$ cat src/rtl/pe_id_config_loader_if.sv
// Valid/ready config bus from the ID loader to the PE-array multicast controllers.
// The loader drives the master modport; the controllers sit on the slave side.
interface pe_id_config_loader_if #(
  parameter int unsigned XID_BITS = 5
) ();
  logic                cfg_valid;
  logic                cfg_ready;
  logic [1:0]          cfg_type;
  logic                cfg_is_y;
  logic [2:0]          cfg_row;
  logic [2:0]          cfg_col;
  logic [XID_BITS-1:0] cfg_id;

  modport master (
    output cfg_valid, cfg_type, cfg_is_y, cfg_row, cfg_col, cfg_id,
    input  cfg_ready
  );

  modport slave (
    input  cfg_valid, cfg_type, cfg_is_y, cfg_row, cfg_col, cfg_id,
    output cfg_ready
  );
endinterface

$ cat src/rtl/pe_id_config_loader.sv
// Snapshots the four PE-array ID tables plus LN config on start, then streams every
// YID/XID entry over the config bus, publishes the LN config, and pulses done.
module pe_id_config_loader #(
  parameter int unsigned NUMS_PE_ROW = 6,
  parameter int unsigned NUMS_PE_COL = 8,
  parameter int unsigned XID_BITS    = 5,
  parameter int unsigned YID_BITS    = 3
) (
  input  logic                                      clk,
  input  logic                                      rst,
  input  logic                                      start,
  input  logic [NUMS_PE_ROW*NUMS_PE_COL*XID_BITS-1:0] filter_XID_flat,
  input  logic [NUMS_PE_ROW*NUMS_PE_COL*XID_BITS-1:0] ifmap_XID_flat,
  input  logic [NUMS_PE_ROW*NUMS_PE_COL*XID_BITS-1:0] ipsum_XID_flat,
  input  logic [NUMS_PE_ROW*NUMS_PE_COL*XID_BITS-1:0] opsum_XID_flat,
  input  logic [NUMS_PE_ROW*YID_BITS-1:0]             filter_YID_flat,
  input  logic [NUMS_PE_ROW*YID_BITS-1:0]             ifmap_YID_flat,
  input  logic [NUMS_PE_ROW*YID_BITS-1:0]             ipsum_YID_flat,
  input  logic [NUMS_PE_ROW*YID_BITS-1:0]             opsum_YID_flat,
  input  logic [4:0]                                  LN_config_in,
  pe_id_config_loader_if.master                       cfg,
  output logic [4:0]                                  ln_config_out,
  output logic                                        ln_config_valid,
  output logic                                        busy,
  output logic                                        done
);
  localparam int unsigned NumPe = NUMS_PE_ROW * NUMS_PE_COL;
  localparam int unsigned IdxW  = $clog2(NumPe);

  localparam logic [2:0] StIdle  = 3'd0;
  localparam logic [2:0] StSendY = 3'd1;
  localparam logic [2:0] StSendX = 3'd2;
  localparam logic [2:0] StLn    = 3'd3;
  localparam logic [2:0] StDone  = 3'd4;

  localparam logic [2:0] LastRow = 3'(NUMS_PE_ROW - 1);
  localparam logic [2:0] LastCol = 3'(NUMS_PE_COL - 1);

  logic [2:0]          state_q;
  logic [1:0]          type_q;
  logic [2:0]          row_q;
  logic [2:0]          col_q;
  logic [4:0]          ln_snap_q;
  logic [XID_BITS-1:0] x_snap_q [4][NumPe];
  logic [YID_BITS-1:0] y_snap_q [4][NUMS_PE_ROW];

  logic            sending;
  logic            hs;
  logic [IdxW-1:0] pe_idx;

  always_comb begin
    sending = (state_q == StSendY) || (state_q == StSendX);
    hs      = sending && cfg.cfg_ready;
    pe_idx  = IdxW'(row_q) * IdxW'(NUMS_PE_COL) + IdxW'(col_q);

    // Payload comes straight from registered state and the snapshot, so it is stable
    // for as long as a stalled transfer waits.
    cfg.cfg_valid = sending;
    cfg.cfg_is_y  = (state_q == StSendY);
    cfg.cfg_type  = sending ? type_q : 2'd0;
    cfg.cfg_row   = sending ? row_q : 3'd0;
    cfg.cfg_col   = (state_q == StSendX) ? col_q : 3'd0;
    cfg.cfg_id    = '0;
    if (state_q == StSendY) begin
      cfg.cfg_id = XID_BITS'(y_snap_q[type_q][row_q]);
    end else if (state_q == StSendX) begin
      cfg.cfg_id = x_snap_q[type_q][pe_idx];
    end

    ln_config_valid = (state_q == StLn);
    busy            = sending || (state_q == StLn);
    done            = (state_q == StDone);
  end

  always_ff @(posedge clk) begin
    if (rst) begin
      state_q       <= StIdle;
      type_q        <= 2'd0;
      row_q         <= 3'd0;
      col_q         <= 3'd0;
      ln_config_out <= 5'd0;
    end else begin
      case (state_q)
        StIdle: begin
          if (start) begin
            for (int i = 0; i < NumPe; i++) begin
              x_snap_q[0][i] <= filter_XID_flat[i*XID_BITS +: XID_BITS];
              x_snap_q[1][i] <= ifmap_XID_flat[i*XID_BITS +: XID_BITS];
              x_snap_q[2][i] <= ipsum_XID_flat[i*XID_BITS +: XID_BITS];
              x_snap_q[3][i] <= opsum_XID_flat[i*XID_BITS +: XID_BITS];
            end
            for (int r = 0; r < NUMS_PE_ROW; r++) begin
              y_snap_q[0][r] <= filter_YID_flat[r*YID_BITS +: YID_BITS];
              y_snap_q[1][r] <= ifmap_YID_flat[r*YID_BITS +: YID_BITS];
              y_snap_q[2][r] <= ipsum_YID_flat[r*YID_BITS +: YID_BITS];
              y_snap_q[3][r] <= opsum_YID_flat[r*YID_BITS +: YID_BITS];
            end
            ln_snap_q <= LN_config_in;
            type_q    <= 2'd0;
            row_q     <= 3'd0;
            col_q     <= 3'd0;
            state_q   <= StSendY;
          end
        end
        StSendY: begin
          if (hs) begin
            if (row_q == LastRow) begin
              row_q   <= 3'd0;
              col_q   <= 3'd0;
              state_q <= StSendX;
            end else begin
              row_q <= row_q + 3'd1;
            end
          end
        end
        StSendX: begin
          if (hs) begin
            if (col_q == LastCol) begin
              col_q <= 3'd0;
              if (row_q == LastRow) begin
                row_q <= 3'd0;
                if (type_q == 2'd3) begin
                  // Load the LN register here so its value and strobe appear together.
                  type_q        <= 2'd0;
                  ln_config_out <= ln_snap_q;
                  state_q       <= StLn;
                end else begin
                  type_q  <= type_q + 2'd1;
                  state_q <= StSendY;
                end
              end else begin
                row_q <= row_q + 3'd1;
              end
            end else begin
              col_q <= col_q + 3'd1;
            end
          end
        end
        StLn:    state_q <= StDone;
        StDone:  state_q <= StIdle;
        default: state_q <= StIdle;
      endcase
    end
  end
endmodule
$ cat src/flat_wrapper.sv
// flat-port wrapper written by rule: the top's interface ports become plain ports
module pe_id_config_loader_flat 
#(
  parameter int unsigned NUMS_PE_ROW = 6,
  parameter int unsigned NUMS_PE_COL = 8,
  parameter int unsigned XID_BITS    = 5,
  parameter int unsigned YID_BITS    = 3
)
  (clk, rst, start, filter_XID_flat, ifmap_XID_flat, ipsum_XID_flat, opsum_XID_flat, filter_YID_flat, ifmap_YID_flat, ipsum_YID_flat, opsum_YID_flat, LN_config_in, ln_config_out, ln_config_valid, busy, done, cfg_cfg_valid, cfg_cfg_type, cfg_cfg_is_y, cfg_cfg_row, cfg_cfg_col, cfg_cfg_id, cfg_cfg_ready);
  pe_id_config_loader_if #(.XID_BITS(XID_BITS)) cfg_i ();
  input  logic clk;
  input  logic rst;
  input  logic start;
  input  logic [NUMS_PE_ROW*NUMS_PE_COL*XID_BITS-1:0] filter_XID_flat;
  input  logic [NUMS_PE_ROW*NUMS_PE_COL*XID_BITS-1:0] ifmap_XID_flat;
  input  logic [NUMS_PE_ROW*NUMS_PE_COL*XID_BITS-1:0] ipsum_XID_flat;
  input  logic [NUMS_PE_ROW*NUMS_PE_COL*XID_BITS-1:0] opsum_XID_flat;
  input  logic [NUMS_PE_ROW*YID_BITS-1:0] filter_YID_flat;
  input  logic [NUMS_PE_ROW*YID_BITS-1:0] ifmap_YID_flat;
  input  logic [NUMS_PE_ROW*YID_BITS-1:0] ipsum_YID_flat;
  input  logic [NUMS_PE_ROW*YID_BITS-1:0] opsum_YID_flat;
  input  logic [4:0] LN_config_in;
  output logic [4:0] ln_config_out;
  output logic ln_config_valid;
  output logic busy;
  output logic done;
  output wire logic [$bits(cfg_i.cfg_valid)-1:0] cfg_cfg_valid;
  output wire logic [$bits(cfg_i.cfg_type)-1:0] cfg_cfg_type;
  output wire logic [$bits(cfg_i.cfg_is_y)-1:0] cfg_cfg_is_y;
  output wire logic [$bits(cfg_i.cfg_row)-1:0] cfg_cfg_row;
  output wire logic [$bits(cfg_i.cfg_col)-1:0] cfg_cfg_col;
  output wire logic [$bits(cfg_i.cfg_id)-1:0] cfg_cfg_id;
  input wire logic [$bits(cfg_i.cfg_ready)-1:0] cfg_cfg_ready;
  assign cfg_cfg_valid = cfg_i.cfg_valid;
  assign cfg_cfg_type = cfg_i.cfg_type;
  assign cfg_cfg_is_y = cfg_i.cfg_is_y;
  assign cfg_cfg_row = cfg_i.cfg_row;
  assign cfg_cfg_col = cfg_i.cfg_col;
  assign cfg_cfg_id = cfg_i.cfg_id;
  assign cfg_i.cfg_ready = cfg_cfg_ready;
  pe_id_config_loader #(.NUMS_PE_ROW(NUMS_PE_ROW), .NUMS_PE_COL(NUMS_PE_COL), .XID_BITS(XID_BITS), .YID_BITS(YID_BITS)) u_core (.clk(clk), .rst(rst), .start(start), .filter_XID_flat(filter_XID_flat), .ifmap_XID_flat(ifmap_XID_flat), .ipsum_XID_flat(ipsum_XID_flat), .opsum_XID_flat(opsum_XID_flat), .filter_YID_flat(filter_YID_flat), .ifmap_YID_flat(ifmap_YID_flat), .ipsum_YID_flat(ipsum_YID_flat), .opsum_YID_flat(opsum_YID_flat), .LN_config_in(LN_config_in), .cfg(cfg_i), .ln_config_out(ln_config_out), .ln_config_valid(ln_config_valid), .busy(busy), .done(done));
endmodule
$ cat config.mk
export PLATFORM = sky130hd
export DESIGN_NAME = pe_id_config_loader_flat
export DESIGN_NICKNAME = d
export VERILOG_FILES = /design/src/rtl/pe_id_config_loader_if.sv /design/src/rtl/pe_id_config_loader.sv /design/src/flat_wrapper.sv
export SDC_FILE = /design/constraint.sdc
export NUM_CORES = 1
export LEC_CHECK = 0
export CAP_MARGIN = 20
export CORE_AREA = 2 2 409 411
export DETAILED_ROUTE_END_ITERATION = 6
export DIE_AREA = 0 0 411 413
export GPL_TIMING_DRIVEN = 0
export PLACE_DENSITY = 0.44
export SLEW_MARGIN = 25
export SYNTH_ARGS = -nofsm -noshare
export SYNTH_HDL_FRONTEND = slang
export SYNTH_SLANG_ARGS = --single-unit
$ cat constraint.sdc
create_clock -name clk -period 70.5 [get_ports clk]
set_input_delay 10.575 -clock clk [delete_from_list [all_inputs] [get_ports clk]]
set_output_delay 10.575 -clock clk [all_outputs]
set_load 0.01 [all_outputs]
==> results.sh, run 1 <==
export IMPL_status="finished, final reports clean"
export IMPL_r2r_end="u_core.x_snap_q[2][122]"
export IMPL_syn2layout_area_growth_pct=45.11
export IMPL_dr_pass1_iters=7
export IMPL_period_needed_ns=16.33
export IMPL_dieArea_um2=169700
export IMPL_synth_xor_area_share_pct=0
export IMPL_synth_top_family_by_area="multiplexers"
export IMPL_avgSynthCellArea_um2=23.11
export IMPL_r2r_slack_ns=66.99
export IMPL_yosysWarnings=0
export IMPL_arrival_ns=5.75
export IMPL_fill_cells=15680
export IMPL_cp_depth=10
export IMPL_power_leakage_nw=18.66
export IMPL_ctsResizeCount=0
export IMPL_reg2reg_from="u_core.state_q[0]"
export IMPL_clock_latency_ns=0.77
export IMPL_fin_nets=4009
export IMPL_cp_num_buf_inv=5
export IMPL_finalMaxSlewViolations=0
export IMPL_synth_area_um2=40440
export IMPL_initial_utilization_pct=24.37
export IMPL_gp_congestion=0.8554
export IMPL_crit_fanout=11
export IMPL_wl_per_cell_um=32.77
export IMPL_drive_gt1_share_pct=18.63
export IMPL_cts_sinks=1055
export IMPL_synthFlopType="edfxtp_1"
export IMPL_fp_row_count=150
export IMPL_hold_class="register to register"
export IMPL_synthAdderAreaFrac_pct=0.09283
export IMPL_power_density_nw_per_um2=25.05
export IMPL_synth_cell_type_count=58
export IMPL_grt_pass1_wl_um=225400
export IMPL_ys_seq_elements=1055
export IMPL_die_h_um=413
export IMPL_setup_tns_ns=0
export IMPL_r2r_cells=8
export IMPL_placement_io_buffers=1063
export IMPL_path_delay_family="buffers and inverters"
export IMPL_syn_nets=2794
export IMPL_finalSetupViolCount=0
export IMPL_cp_slowest_cell="nor3_1"
export IMPL_postCtsSetupBuffers=0
export IMPL_ys_seq_area_share_pct=77.90
export IMPL_async_flop_share_pct=0
export IMPL_rsz0062_at_grt="false"
export IMPL_mostFrequentLayoutCells="1,063 x clkdlybuf4s50_1, 1,037 x edfxtp_1, 273 x mux4_2, 122 x clkbuf_16, 43 x mux2i_1"
export IMPL_grt_max_degree=60
export IMPL_routed_wl_um=174400
export IMPL_required_ns=59.93
export IMPL_hold_buffers=0
export IMPL_worstSetupEndpointType="primary output"
export IMPL_boundaryPins=1064
export IMPL_layout_commonest_cell="clkdlybuf4s50_1"
export IMPL_power_mw=1.470
export IMPL_muxShareOfSynthArea_pct=16.43
export IMPL_vias_per_cell=4.467
export IMPL_post_route_period_util_pct=23.16
export IMPL_core_um2=165900
export IMPL_num_vias=23770
export IMPL_crit_path_start_kind="register"
export IMPL_synth_edf_count=1037
export IMPL_crit_chain="buf_4, buf_4, buf_2, buf_2, mux4_2, a221oi_1, o22ai_1, nor3_1, o21ai_1, clkdlybuf4s50_1"
export IMPL_final_antenna_net_count=0
export IMPL_maxSlewHeadroom_pct=24.27
export IMPL_critical_path_class="register to primary output"
export IMPL_timing_fmax_mhz=61.26
export IMPL_hold_viol_final=0
export IMPL_cts_buffer_depth=3
export IMPL_hpwl_um=138800
export IMPL_die_w_um=411
export IMPL_numCtsBuffers=121
export IMPL_clock_skew_ns=0.04512
export IMPL_synth_compound_area_share_pct=2.308
export IMPL_critPathMaxStageDelay_ns=0.71
export IMPL_drv_cap=0
export IMPL_worstMarginPinSlew_ns=1.136
export IMPL_cts_root_buffer="clkbuf_16"
export IMPL_grt_pass1_vias=25810
export IMPL_grt_usage_pct=20.02
export IMPL_h_tree_depth=3
export IMPL_synthSimpleGateAreaFrac_pct=1.853
export IMPL_critPathCapture="cfg_cfg_id[0]"
export IMPL_cts_tree="done"
export IMPL_antenna_found_initial=84
export IMPL_vdd_drop_max_uv=23.14
export IMPL_path_clk_slew_ns=0.06
export IMPL_drt_initial_drc_count=1863
export IMPL_gr_total_overflow=0
export IMPL_synthCells=1750
export IMPL_route_detailed_drc=0
-- metal layers --
metal / vias up / global-route usage (%) / part of all wire, %
met2: 1050 / 34.94 / 52
li1: 10040 / - / -
met5: - / 0 / 0.18
met4: 52 / 8.532 / 3.4
met3: 268 / 6.265 / 7.9
met1: 12360 / 22.52 / 37
-- how the worst min path moves through the flow --
stage | start | endpoint | slack [ns] | cells after the start
after floorplan | u_core.type_q[1] | register | 0.45 | 2
after global placement | u_core.ln_snap_q[3] | u_core.ln_config_out[3] | 0.46 | 2
after detailed placement | u_core.ln_snap_q[0] | u_core.ln_config_out[0] | 0.48 | 2
after CTS | u_core.ln_snap_q[0] | u_core.ln_config_out[0] | 0.48 | 2
after global routing | u_core.ln_snap_q[0] | u_core.ln_config_out[0] | 0.52 | 2
final | u_core.ln_snap_q[0] | u_core.ln_config_out[0] | 0.48 | 2
-- report_power, final --
| group | switching (mW) | leakage [nW] | total (mW) | internal (mW) |
|---|---|---|---|---|
| combinational | 0.0354 | 6.93 | 0.0995 | 0.0641 |
| clock | 0.272 | 1.96 | 0.641 | 0.369 |
| sequential | 0.00802 | 9.77 | 0.730 | 0.722 |
-- synth_stat cells, types with 3 or more instances --
| master | number | share of area (%) |
|---|---|---|
| dfxtp_1 | 18 | 0.89 |
| a221oi_1 | 9 | 0.19 |
| nor3b_1 | 5 | 0.093 |
| or3_1 | 3 | 0.046 |
| mux2i_1 | 44 | 1.1 |
| nand2_1 | 20 | 0.19 |
| clkbuf_1 | 28 | 0.26 |
| edfxtp_1 | 1037 | 77 |
| nor4_1 | 6 | 0.093 |
| ha_1 | 3 | 0.093 |
| a31oi_1 | 7 | 0.11 |
| o211ai_1 | 4 | 0.074 |
| and3_1 | 6 | 0.093 |
| inv_1 | 5 | 0.046 |
| a22o_1 | 6 | 0.13 |
| nand3_1 | 10 | 0.12 |
| a21oi_1 | 23 | 0.28 |
| o21ai_0 | 9 | 0.11 |
| nor2_1 | 26 | 0.24 |
| a211oi_1 | 5 | 0.093 |
| nand2b_1 | 8 | 0.12 |
| a21o_1 | 3 | 0.056 |
| o21ai_1 | 6 | 0.074 |
| mux4_2 | 273 | 15 |
| o22ai_1 | 11 | 0.17 |
| buf_2 | 30 | 0.37 |
| and2_1 | 5 | 0.077 |
| clkinv_1 | 3 | 0.028 |
| a22oi_1 | 23 | 0.43 |
| nor2b_1 | 20 | 0.31 |
| nor3_1 | 11 | 0.14 |
| mux2_2 | 5 | 0.14 |
| nor4b_1 | 3 | 0.065 |
| buf_1 | 5 | 0.046 |
| buf_6 | 13 | 0.36 |
| buf_4 | 16 | 0.30 |
| o221ai_1 | 13 | 0.28 |
-- registers in the layout, summed over array words and instances (netlist names), named ones only --
signal and count:
u_core.state_q 3, u_core.x_snap_q 960, u_core.ln_snap_q 5, u_core.ln_config_out 5, u_core.col_q 3, u_core.row_q 3, u_core.y_snap_q 72, u_core.type_q 2
-- per-stage QoR --
stage                     setup WS (ns)  std cells  instance area [µm²]  hold slack (ns)  utilization [%]
after floorplan                   35.00       1750                40440           0.4506                -
after global placement            25.40       5017                53830           0.4636            32.45
after detailed placement          54.47       5046                54530           0.4754            32.87
after CTS                         53.61       5275                58560           0.4798            35.30
after global routing              53.62       5305                58640           0.5228            35.34
final                             54.18       5322                58680           0.4763            35.37
-- worst register-to-register path: cells and delay by family, from the launching register on --
family                 cells  cell delay, ns
DFF                        1            0.35
buffers and inverters      6            1.86
and+or+nand+nor            2            0.96
-- layout make-up --
cell class	count	area, µm²	share of cell area (%)
Antenna cell	47	117.6	0.2004
Buffer	92	556.8	0.9489
Clock buffer	138	3113	5.305
Clock inverter	91	913.4	1.557
Inverter	8	30.03	0.05118
Multi-Input combinational cell	595	8388	14.30
Sequential cell	1055	31500	53.68
Tap cell	2204	2758	4.700
Timing Repair Buffer	1092	11300	19.26
-- cell families after synthesis --
logic type,after synthesis
DFF,1055
adders and majority gates,3
and+or+nand+nor,137
buffers and inverters,100
muxes,322
AOI/OAI and AO/OA,133
Power figures use the tool's default switching activity.
==> inputs of run 2 (changes only) <==
CORE_AREA = 2 2 411 413   (was 2 2 409 411)
DIE_AREA = 0 0 413 415   (was 0 0 411 413)
PLACE_DENSITY = 0.45   (was 0.44)
clock period = 13.8 ns   (was 70.5 ns; I/O delays follow)
==> run 2 against run 1 <==
Design area down 0.42%; sequential power rose to 5.1 times the previous value; die area up 0.97%; register-to-register slack worse by 57 ns; combinational power rose to 5.1 times the previous value; critical path type unchanged.
==> results.sh, run 2 (same netlist as run 1, synthesis figures left out) <==
export IMPL_gp_congestion=0.8485
export IMPL_power_mw=7.358
export IMPL_routed_wl_um=177500
export IMPL_path_delay_family="buffers and inverters"
export IMPL_vias_per_cell=4.538
export IMPL_dr_pass1_iters=5
export IMPL_boundaryPins=1064
export IMPL_dpl_instance_area_um2=54580
export IMPL_worstMarginPinSlew_ns=1.198
export IMPL_antenna_found_initial=82
export IMPL_setup_ws_ns=5.544
export IMPL_initial_utilization_pct=24.26
export IMPL_cts_tree="done"
export IMPL_critPathMaxStageDelay_ns=0.82
export IMPL_drv_cap=0
export IMPL_route_detailed_drc=0
export IMPL_dieArea_um2=171400
export IMPL_ctsResizeCount=0
export IMPL_hold_buffers=0
export IMPL_crit_fanout=10
export IMPL_die_w_um=413
export IMPL_worstSetupEndpointType="primary output"
export IMPL_status="finished, final reports clean"
export IMPL_period_needed_ns=8.256
export IMPL_required_ns=11.73
export IMPL_die_h_um=415
export IMPL_core_um2=166700
export IMPL_cts_sinks=1055
export IMPL_grt_usage_pct=20.20
export IMPL_wl_per_cell_um=33.50
export IMPL_crit_chain="buf_4, buf_4, buf_2, buf_2, mux4_2, a221oi_1, o22ai_1, nor3_1, o21ai_1, clkdlybuf4s50_1"
export IMPL_syn2layout_area_growth_pct=44.51
export IMPL_placement_io_buffers=1063
export IMPL_arrival_ns=6.19
export IMPL_path_clk_slew_ns=0.06
export IMPL_crit_path_start_kind="register"
export IMPL_clock_skew_ns=0.02348
export IMPL_finalSetupViolCount=0
export IMPL_hold_viol_final=0
export IMPL_setup_tns_ns=0
export IMPL_cp_num_buf_inv=5
export IMPL_hold_class="register to register"
export IMPL_fp_row_count=150
export IMPL_maxSlewHeadroom_pct=20.13
export IMPL_fin_area_um2=58430
export IMPL_hpwl_um=141800
export IMPL_top_regs="u_core.x_snap_q (960), u_core.y_snap_q (72)"
export IMPL_drive_gt1_share_pct=18.06
export IMPL_final_antenna_net_count=0
export IMPL_numCtsBuffers=120
export IMPL_fin_nets=4011
export IMPL_num_vias=24040
export IMPL_gr_total_overflow=0
export IMPL_cts_buffer_depth=3
export IMPL_power_leakage_nw=18.55
export IMPL_max_flop_register="u_core.x_snap_q"
export IMPL_timing_fmax_mhz=121.1
export IMPL_layout_commonest_cell="clkdlybuf4s50_1"
export IMPL_grt_pass1_wl_um=229400
export IMPL_mostFrequentLayoutCells="1,063 x clkdlybuf4s50_1, 1,037 x edfxtp_1, 273 x mux4_2, 121 x clkbuf_16, 43 x mux2i_1"
export IMPL_h_tree_depth=3
export IMPL_critical_path_class="register to primary output"
export IMPL_cp_slowest_cell="nor3_1"
export IMPL_drt_initial_drc_count=1960
export IMPL_post_route_period_util_pct=59.83
export IMPL_finalMaxSlewViolations=0
export IMPL_power_density_nw_per_um2=125.9
export IMPL_largest_register_ffs=960
export IMPL_vdd_drop_max_uv=109.4
export IMPL_clock_latency_ns=0.76
export IMPL_grt_pass1_vias=25790
export IMPL_post_place_ws_ns=5.973
export IMPL_rsz0062_at_grt="false"
export IMPL_r2r_slack_ns=9.52
export IMPL_grt_max_degree=61
export IMPL_cts_root_buffer="clkbuf_16"
export IMPL_postCtsSetupBuffers=0
## run 2: worst paths after layout
path	startpoint	to	cells after the start
worst max-delay path	register	cfg_cfg_id[0]	10
worst min-delay path	u_core.ln_snap_q[4]	u_core.ln_config_out[4]	2
worst max register to register	u_core.state_q[0]	u_core.x_snap_q[3][177]	11
worst min register to register	u_core.ln_snap_q[4]	u_core.ln_config_out[4]	2
## run 2: per-layer routing
metal  vias to the layer above  global-route usage, %  wire length, µm
li1                      10010                      -                -
met1                     12640                  23.61            66910
met2                      1110                  36.17            93070
met3                       238                  5.411            13200
met4                        46                  5.418             4018
met5                         -                      0              305
## run 2: worst register-to-register path, stage by stage (launching register included)
cell	delay, ns
dfxtp_1	0.35
clkbuf_1	0.22
nor2_1	0.28
and3_4	0.66
buf_12	0.32
buf_12	0.26
buf_16	0.31
buf_16	0.32
buf_12	0.29
buf_12	0.31
buf_12	0.32
buf_16	0.31
## run 2: per-stage QoR
stage	hold slack, ns	utilization [%]	cells
final	0.4798	35.06	5298
after global routing	0.5054	35.04	5285
after CTS	0.4806	35.01	5266
after detailed placement	0.4822	32.75	5049
after global placement	0.4578	32.30	5017
after floorplan	0.4506	-	1750
## run 2: area by class of cell
type | instances | area, µm²
clock buffer | 144 | 3114
clock inverter | 73 | 661.9
fill | 15740 | 108200
timing repair buffer | 1095 | 11350
inverter | 8 | 30.03
antenna | 32 | 80.08
multi-input combinational | 595 | 8386
tap | 2204 | 2758
sequential | 1055 | 31500
buffer | 92 | 558.0
## run 2: where the power goes
group | switching [mW] | internal (mW) | leakage [nW]
sequential | 0.0422 | 3.69 | 9.77
combinational | 0.183 | 0.327 | 6.95
clock | 1.35 | 1.77 | 1.83
